`src/rtl/regfile_scoreboard_if.sv`:
```
// Register file / scoreboard port bundle.
// master drives addresses, writeback and allocation; slave returns data.
interface regfile_scoreboard_if #(
   parameter int XLEN  = 32,
   parameter int NREGS = 32
);
   localparam int AW = $clog2(NREGS);

   logic [AW-1:0]   rs1_addr;
   logic [AW-1:0]   rs2_addr;
   logic [XLEN-1:0] rd1;
   logic [XLEN-1:0] rd2;
   logic            rs1_busy;
   logic            rs2_busy;
   logic            wr_en;
   logic [AW-1:0]   wr_addr;
   logic [XLEN-1:0] wr_data;
   logic            alloc_en;
   logic [AW-1:0]   alloc_addr;
   logic            ready;

   modport master (
      output rs1_addr, rs2_addr,
      output wr_en, wr_addr, wr_data,
      output alloc_en, alloc_addr,
      input  rd1, rd2,
      input  rs1_busy, rs2_busy,
      input  ready
   );

   modport slave (
      input  rs1_addr, rs2_addr,
      input  wr_en, wr_addr, wr_data,
      input  alloc_en, alloc_addr,
      output rd1, rd2,
      output rs1_busy, rs2_busy,
      output ready
   );
endinterface

```
`src/rtl/regfile_scoreboard.sv`:
```
// Two-read/one-write register file with per-register pending scoreboard.
// Optional macro REGFILE_BYPASS_EN forwards same-cycle writeback to reads.
module regfile_scoreboard #(
   parameter int XLEN  = 32,
   parameter int NREGS = 32
) (
   input logic               clk,
   input logic               rst,
   regfile_scoreboard_if.slave bus
);
   localparam int AW = $clog2(NREGS);
   localparam logic [AW-1:0] LAST = AW'(NREGS - 1);
   localparam logic [AW-1:0] ONE  = AW'(1);

   typedef enum logic {
      CLEAR,
      RUN
   } state_t;

   state_t           state;
   logic             ready_q;
   logic [AW-1:0]    idx;
   logic [XLEN-1:0]  regs [NREGS];
   logic [NREGS-1:0] busy;

   logic            live;
   logic            wr_ok;
   logic            wr_clr;
   logic            al_ok;
   logic            hit1;
   logic            hit2;
   logic [XLEN-1:0] rd1;
   logic [XLEN-1:0] rd2;
   logic            busy1;
   logic            busy2;

   // Everything is held off while in reset or sweeping.
   assign live   = ready_q & ~rst;
   assign wr_ok  = live & bus.wr_en & (bus.wr_addr != '0);
   assign wr_clr = live & bus.wr_en;
   assign al_ok  = live & bus.alloc_en & (bus.alloc_addr != '0);

   // Sweep sequencer: clear x1..x(N-1) once per reset, then run.
   always_ff @(posedge clk) begin
      if (rst) begin
         state   <= CLEAR;
         ready_q <= 1'b0;
         idx     <= ONE;
      end else begin
         unique case (state)
            CLEAR: begin
               if (idx == LAST) begin
                  state   <= RUN;
                  ready_q <= 1'b1;
               end else begin
                  idx <= idx + ONE;
               end
            end
            RUN: begin
               ready_q <= 1'b1;
            end
            default: begin
               state   <= CLEAR;
               ready_q <= 1'b0;
               idx     <= ONE;
            end
         endcase
      end
   end

   // Storage: the sweep is its only initialisation; x0 is never written.
   always_ff @(posedge clk) begin
      if (!rst) begin
         if (state == CLEAR)
            regs[idx] <= '0;
         else if (wr_ok)
            regs[bus.wr_addr] <= bus.wr_data;
      end
   end

   // Scoreboard: writeback clears, allocation sets; alloc applied last wins.
   always_ff @(posedge clk) begin
      if (rst) begin
         busy <= '0;
      end else begin
         if (wr_clr)
            busy[bus.wr_addr] <= 1'b0;
         if (al_ok)
            busy[bus.alloc_addr] <= 1'b1;
      end
   end

   // Read ports and pending flags, with optional same-cycle forwarding.
   always_comb begin
      hit1  = 1'b0;
      hit2  = 1'b0;
`ifdef REGFILE_BYPASS_EN
      hit1  = wr_ok & (bus.wr_addr == bus.rs1_addr);
      hit2  = wr_ok & (bus.wr_addr == bus.rs2_addr);
`else
      hit1  = 1'b0;
      hit2  = 1'b0;
`endif
      rd1   = '0;
      rd2   = '0;
      if (live && bus.rs1_addr != '0)
         rd1 = hit1 ? bus.wr_data : regs[bus.rs1_addr];
      if (live && bus.rs2_addr != '0)
         rd2 = hit2 ? bus.wr_data : regs[bus.rs2_addr];
      busy1 = live & busy[bus.rs1_addr] & ~hit1;
      busy2 = live & busy[bus.rs2_addr] & ~hit2;
   end

   assign bus.rd1      = rd1;
   assign bus.rd2      = rd2;
   assign bus.rs1_busy = busy1;
   assign bus.rs2_busy = busy2;
   assign bus.ready    = live;
endmodule

```
`src/flat_wrapper.sv`:
```
// flat-port wrapper written by rule: the top's interface ports become plain ports
module regfile_scoreboard_flat 
#(
   parameter int XLEN  = 32,
   parameter int NREGS = 32
)
  (clk, rst, bus_rs1_addr, bus_rs2_addr, bus_wr_en, bus_wr_addr, bus_wr_data, bus_alloc_en, bus_alloc_addr, bus_rd1, bus_rd2, bus_rs1_busy, bus_rs2_busy, bus_ready);
  regfile_scoreboard_if #(.XLEN(XLEN), .NREGS(NREGS)) bus_i ();
  input logic clk;
  input logic rst;
  input wire logic [$bits(bus_i.rs1_addr)-1:0] bus_rs1_addr;
  input wire logic [$bits(bus_i.rs2_addr)-1:0] bus_rs2_addr;
  input wire logic [$bits(bus_i.wr_en)-1:0] bus_wr_en;
  input wire logic [$bits(bus_i.wr_addr)-1:0] bus_wr_addr;
  input wire logic [$bits(bus_i.wr_data)-1:0] bus_wr_data;
  input wire logic [$bits(bus_i.alloc_en)-1:0] bus_alloc_en;
  input wire logic [$bits(bus_i.alloc_addr)-1:0] bus_alloc_addr;
  output wire logic [$bits(bus_i.rd1)-1:0] bus_rd1;
  output wire logic [$bits(bus_i.rd2)-1:0] bus_rd2;
  output wire logic [$bits(bus_i.rs1_busy)-1:0] bus_rs1_busy;
  output wire logic [$bits(bus_i.rs2_busy)-1:0] bus_rs2_busy;
  output wire logic [$bits(bus_i.ready)-1:0] bus_ready;
  assign bus_i.rs1_addr = bus_rs1_addr;
  assign bus_i.rs2_addr = bus_rs2_addr;
  assign bus_i.wr_en = bus_wr_en;
  assign bus_i.wr_addr = bus_wr_addr;
  assign bus_i.wr_data = bus_wr_data;
  assign bus_i.alloc_en = bus_alloc_en;
  assign bus_i.alloc_addr = bus_alloc_addr;
  assign bus_rd1 = bus_i.rd1;
  assign bus_rd2 = bus_i.rd2;
  assign bus_rs1_busy = bus_i.rs1_busy;
  assign bus_rs2_busy = bus_i.rs2_busy;
  assign bus_ready = bus_i.ready;
  regfile_scoreboard #(.XLEN(XLEN), .NREGS(NREGS)) u_core (.clk(clk), .rst(rst), .bus(bus_i));
endmodule
```
`config.mk`:
```
export PLATFORM = sky130hd
export DESIGN_NAME = regfile_scoreboard_flat
export DESIGN_NICKNAME = d
export VERILOG_FILES = /design/src/rtl/regfile_scoreboard_if.sv /design/src/rtl/regfile_scoreboard.sv /design/src/flat_wrapper.sv
export SDC_FILE = /design/constraint.sdc
export NUM_CORES = 1
export LEC_CHECK = 0
export BUFFER_PORTS_ARGS = -buffer_cell sky130_fd_sc_hd__buf_4
export CORE_AREA = 2 2 304 306
export CTS_CLUSTER_DIAMETER = 200
export DETAILED_ROUTE_END_ITERATION = 10
export DIE_AREA = 0 0 306 308
export PLACE_DENSITY_LB_ADDON = 0.15
export SYNTH_ARGS = -nofsm -noshare
export SYNTH_HDL_FRONTEND = slang
export SYNTH_SLANG_ARGS = --single-unit
```
`constraint.sdc`:
```
create_clock -name clk -period 6.15 [get_ports clk]
set_input_delay 1.845 -clock clk [delete_from_list [all_inputs] [get_ports clk]]
set_output_delay 1.845 -clock clk [all_outputs]
set_load 0.01 [all_outputs]
```
== Yosys cells after proc, flatten, opt, wreduce, memory -nomap -nowiden ==
Memory sizes are Yosys's and may differ from the RTL's.
Index checks and enable logic that the tools add are counted.

* Register bits: 39
* Bits in latches: 0
* Memory bits (writable): 1024
* Memory bits (read-only): 0
* Bits of input ports: 56
* Output and inout port bits: 67
* Word-level logic and storage cells: 64
* Memories: 1

{| class="wikitable"
|+ Memories
! name !! depth !! bits a word !! rd ports !! clocked after Yosys merged registers in !! write ports !! RTL line !! RTL
|-
| u_core.regs || 32 || 32 || 2 || 0 || 1 || regfile_scoreboard.sv:23 || <nowiki>logic [XLEN-1:0] regs [NREGS];</nowiki>
|}

* Add/sub/neg operators: 1
* $mul: 0
* Divide/modulo/power cells: 0
* $lt $le $gt $ge: 6
* Equality and inequality tests: 2
* Shifts and indexed selects: 0
* Muxes and demuxes: 27
* Bitwise operators: 13
* Reduce and logical (&&, ||, !) cells: 10

{| class="wikitable"
|+ Operators with widths
! cell !! count
|-
| $mux W32 || 6
|-
| $and A32 B32 Y32 || 1
|-
| $not A32 Y32 || 1
|-
| $or A32 B32 Y32 || 1
|-
| $reduce_or A32 Y1 || 1
|-
| $lt A5 B6 Y1 const B || 4
|-
| $reduce_bool A5 Y1 || 4
|-
| $mux W1 || 15
|-
| $bmux W1 S5 || 2
|-
| $demux W1 S5 || 2
|-
| $ge A5 B1 Y1 const B || 2
|-
| $and A1 B1 Y1 || 7
|-
| $add A5 B1 Y5 const B || 1
|-
| $eq A5 B5 Y1 const B || 1
|-
| $mux W5 || 1
|-
| $logic_and A1 B1 Y1 || 4
|-
| $not A1 Y1 || 3
|-
| $ne A2 B1 Y1 const B || 1
|-
| $pmux W1 S2 || 1
|-
| $reduce_and A2 Y1 || 1
|}

== Longest topological paths before layout ==
* Depth in word-level cells: 10
* Gate-level depth with buffers: 9
* Depth with buffers taken out: 7

== Worst setup path after synthesis ==
OpenSTA, ideal clock, no wires.

* Kind: in2reg
* From: input bus_wr_addr[4]
* To: memory u_core.regs[6][0], enable pin
* Library setup time: 461 ps
* Arrival: 5280 ps
* Required time: 5689 ps
* Setup slack: 408 ps
* Stages on the path: 5
* Buffers on the path: 1
* Cell sequence: or3_4 > o311a_1 > buf_6 > mux2_4 > nor3_1

* Cells in the longest elaborated chain, start to end: 8
* Elaborated cells between the ends (all ways): 9
* Those cells by class: mux: 6; bitwise: 1; reduce/logical: 2

{| class="wikitable"
|+ RTL lines
! element !! RTL line !! RTL
|-
| start, declared || flat_wrapper.sv:14 || <nowiki>input wire logic [$bits(bus_i.wr_addr)-1:0] bus_wr_addr;</nowiki>
|-
| $reduce_bool A5 Y1 || regfile_scoreboard.sv:39 || <nowiki>assign wr_ok = live & bus.wr_en & (bus.wr_addr != '0);</nowiki>
|-
| $and A1 B1 Y1 || regfile_scoreboard.sv:39 ||
|-
| $mux W1 || regfile_scoreboard.sv:76 || <nowiki>else if (wr_ok)</nowiki>
|-
| $mux W1 || regfile_scoreboard.sv:74 || <nowiki>if (state == CLEAR)</nowiki>
|-
| $mux W1 || regfile_scoreboard.sv:73 || <nowiki>if (!rst) begin</nowiki>
|-
| $mux W1 (not written as such) || regfile_scoreboard.sv:77 || <nowiki>regs[bus.wr_addr] <= bus.wr_data;</nowiki>
|-
| $reduce_or A32 Y1 (no line) || - ||
|-
| $mux W5 (no line) / $mux W1 (equally long branches) || - ||
|-
| end, declared || regfile_scoreboard.sv:23 ||
|}

Parallel ways exist; a longest one is shown, timed or not.

== Final worst setup path ==
* From: input bus_rs2_addr[0]
* To: output bus_rd2[3]

* Cells in the longest elaborated chain, start to end: 3
* Elaborated cells between the ends (all ways): 4
* Those cells by class: mux: 1; reduce/logical: 2; memory: 1

{| class="wikitable"
|+ RTL lines
! element !! RTL line !! RTL
|-
| start, declared || flat_wrapper.sv:12 || <nowiki>input wire logic [$bits(bus_i.rs2_addr)-1:0] bus_rs2_addr;</nowiki>
|-
| branches (longest 2 deep; another with $mem_v2 Z32 W32) || - ||
|-
| $mux W32 (*) || regfile_scoreboard.sv:108 || <nowiki>if (live && bus.rs2_addr != '0)</nowiki>
|-
| end, declared || flat_wrapper.sv:19 || <nowiki>output wire logic [$bits(bus_i.rd2)-1:0] bus_rd2;</nowiki>
|}

Every way passes the cells marked *.

==> impl_metrics.ini <==
[critical_path]
path_delay_family = compound AO/OA/AOI/OAI gates
reg2reg_depth = 6
worstSetupEndpointType = output port
slowest_delay_ps = 590
critical_path_class = in2out
cp_num_buf_inv = 3
worstPathCellList = buf_8 > buf_12 > mux4_2 > a22o_1 > a2111oi_0 > nor3_1 > buf_4
crit_cells = 7
cpMaxStageDelayCell = a2111oi_0
start_kind = input port
critPathRequiredTime_ps = 4300
cp.arrival_ps = 4190
cp_max_fo = 17

[place]
gp_congestion = 0.8644
place_hpwl_mm = 81.84
numPortBuffers = 122

[synthesis]
syn_avg_cell_area_um2 = 19.26
yosysTopAreaCell = edfxtp_1
ys_seq_elements = 1063
synth_nets = 2633
ys.flop_type = edfxtp_1
async_flop_share_pct = 0
synth_edf_count = 1024
synth_cell_type_count = 52
netlist_area_um2 = 49600
synth_top_cell_area_share_pct = 62.00
synthTopCellsByArea = edfxtp_1 (62%), mux4_2 (21%), mux2i_1 (5.5%), dfxtp_1 (1.6%), a22o_1 (1.1%)
yosys_warnings = 0
syn_inst = 2575
yosysSeqAreaShare_pct = 63.57

[routing]
antenna_left = 0
dr_total_vias = 29840
drt-pass1-iter-count = 5
wire_per_inst_um = 37.58
vias_per_cell = 7.391
drt_iter0_drc = 4247
drt-total-wl_mm = 151.7
drc = 0

[clock_network]
cts-root-buf = clkbuf_16
path_clk_slew_ps = 60
cts_setup_buffers = 0
cts_hold_buf = 0
clock_path_buffers = 3
clk_latency_ps = 700
cts_inserted_buffers = 109
tritoncts = done
clock_sinks = 1063
htree_levels = 3

[flow_run]
drv_cap = 0

[timing]
fin_skew_ps = 31.64
drv_slew = 0
clock.fmax_mhz = 165.8
worst_pin_slew_ps = 1413
fin_setup_tns_ps = 0
period_needed_ps = 6031
rsz0062_at_grt = no
fin_crit_sh_pct = 98.07
hold-worst-slack_ps = 490.5
final-hold-violation-count = 0
relSlewSlack_pct = 5.568
finalSetupViolCount = 0

[min_path]
hold_depth = 2
hold_path_class = reg2reg

[finish]
fin_util_pct = 62.38
fillers = 6187
num_antenna_cells = 0
multiInputGateArea_um2 = 17230
regArea_um2 = 31530
layout.cells.most_common = edfxtp_1
drive_gt1_share_pct = 33.99
area.growth.synth_to_final_pct = 14.41
final_nets = 2816
mostFrequentLayoutCells = edfxtp_1 (1,024), mux4_2 (464), mux2i_1 (271)

[global_route]
grt_pass1_vias = 29950
grt_pass1_wl_mm = 214.3
grt_max_degree = 68
grt_util_all_layers_pct = 32.30
antenna_found_initial = 2
grt_overflow = 0

[status]
status = complete, no violations

[power]
leakage_nw = 16.76
ir_drop_uv = 218.3
power_per_cell_area_nw_per_um2 = 276.4

[die]
die_area_um2 = 94250
ios = 123
die_x_um = 306
initial_core_util_pct = 54.52
core.rowCount = 111
core_area_um2 = 90970
die_y_um = 308
-- stage by stage --
| stage | instance area (um2) | power (mW) | cells | worst slack [ps] |
|---|---|---|---|---|
| global placement | 53120 | 9.069 | 3833 | 79.00 |
| detailed placement | 53120 | 9.079 | 3833 | 91.10 |
| floorplan | 49600 | 8.719 | 2575 | 408.3 |
| finish | 56750 | 15.68 | 4037 | 119.0 |
| CTS | 56750 | 15.72 | 4037 | 88.59 |
| global route | 56750 | 16.04 | 4037 | 36.88 |
-- synthesized netlist by cell type (2+ instances only) --
cell / number
nor2b_1: 12
nand3_1: 4
buf_4: 15
o22ai_1: 33
o22a_1: 32
mux2i_1: 271
a2111oi_2: 7
clkbuf_1: 105
nand2b_1: 6
mux4_2: 464
dfxtp_1: 39
ha_1: 2
a211oi_1: 33
and3_1: 2
and3b_1: 3
buf_1: 22
nand2_1: 48
nor3_1: 61
buf_6: 19
o21ai_0: 34
xor2_1: 2
buf_2: 50
a22o_1: 65
a2111oi_0: 26
or3b_2: 2
inv_1: 2
nor3b_1: 5
mux2i_2: 2
nand3b_1: 4
edfxtp_1: 1024
nor2_1: 29
nand4_1: 2
and2_1: 33
o221ai_1: 65
a21oi_1: 35
-- power breakdown --
| group | internal [mW] | switching [mW] |
|---|---|---|
| logic | 0.431 | 0.565 |
| clock network | 3.91 | 2.84 |
| registers | 7.90 | 0.0405 |
| total | 12.2 | 3.44 |
-- final cells by class --
type	instances	area share (%)
tap	1186	2.615
clock inverter	80	1.453
sequential	1063	55.56
timing repair buffer	283	5.058
inverter	2	0.01323
multi-input combinational	1299	30.36
clock buffer	124	4.943
-- worst paths after layout --
path / startpoint / slack [ps] / to
worst min register to register: u_core.busy[30]$_SDFF_PP0_ / 490 / u_core.busy[30]$_SDFF_PP0_
worst max register to register: u_core.ready_q$_SDFFE_PP0N_ / 2850 / u_core.regs[31][14]$_DFFE_PP_
worst max-delay path: bus_rs2_addr[0] / 120 / bus_rd2[3]
worst min-delay path: u_core.busy[30]$_SDFF_PP0_ / 490 / u_core.busy[30]$_SDFF_PP0_
-- what timing repair did --
item / CTS / global route
resized for setup: 0 / 1
hold endpoints to repair: 0 / 0
endpoints found under the setup margin: 0 / 1
-- worst min-delay path, delay by kind of cell (launching register included) --
| kind | cells | cell delay, ps |
|---|---|---|
| flops | 1 | 310 |
| compound gates | 2 | 130 |
-- registers in the layout (all words and copies together), names as in the netlist --
signal          cells
u_core.idx          5
u_core.state        1
u_core.ready_q      1
u_core.regs      1024
u_core.busy        32
-- metal layers --
metal | vias to the layer above | share of wire (%) | track usage, %
met5 | - | 0 | 0
met3 | 344 | 11 | 6.933
met2 | 2142 | 48 | 51.64
met4 | 0 | 3.5 | 11.03
li1 | 11560 | - | -
met1 | 15790 | 38 | 44.63
-- cells by family (layout without fill, tap and decap cells) --
| kind of cell | count (synthesis) | in the layout | synth area share [%] |
|---|---|---|---|
| and+or+nand+nor | 219 | 219 | 2.288 |
| buffers and inverters | 213 | 489 | 2.139 |
| adders and majority gates | 2 | 2 | 0.05044 |
| DFF | 1063 | 1063 | 63.57 |
| muxes | 740 | 740 | 26.67 |
| xor gates and xnor gates | 3 | 3 | 0.05299 |
| AOI/OAI and AO/OA | 335 | 335 | 5.229 |
Power figures use the tool's default switching activity.
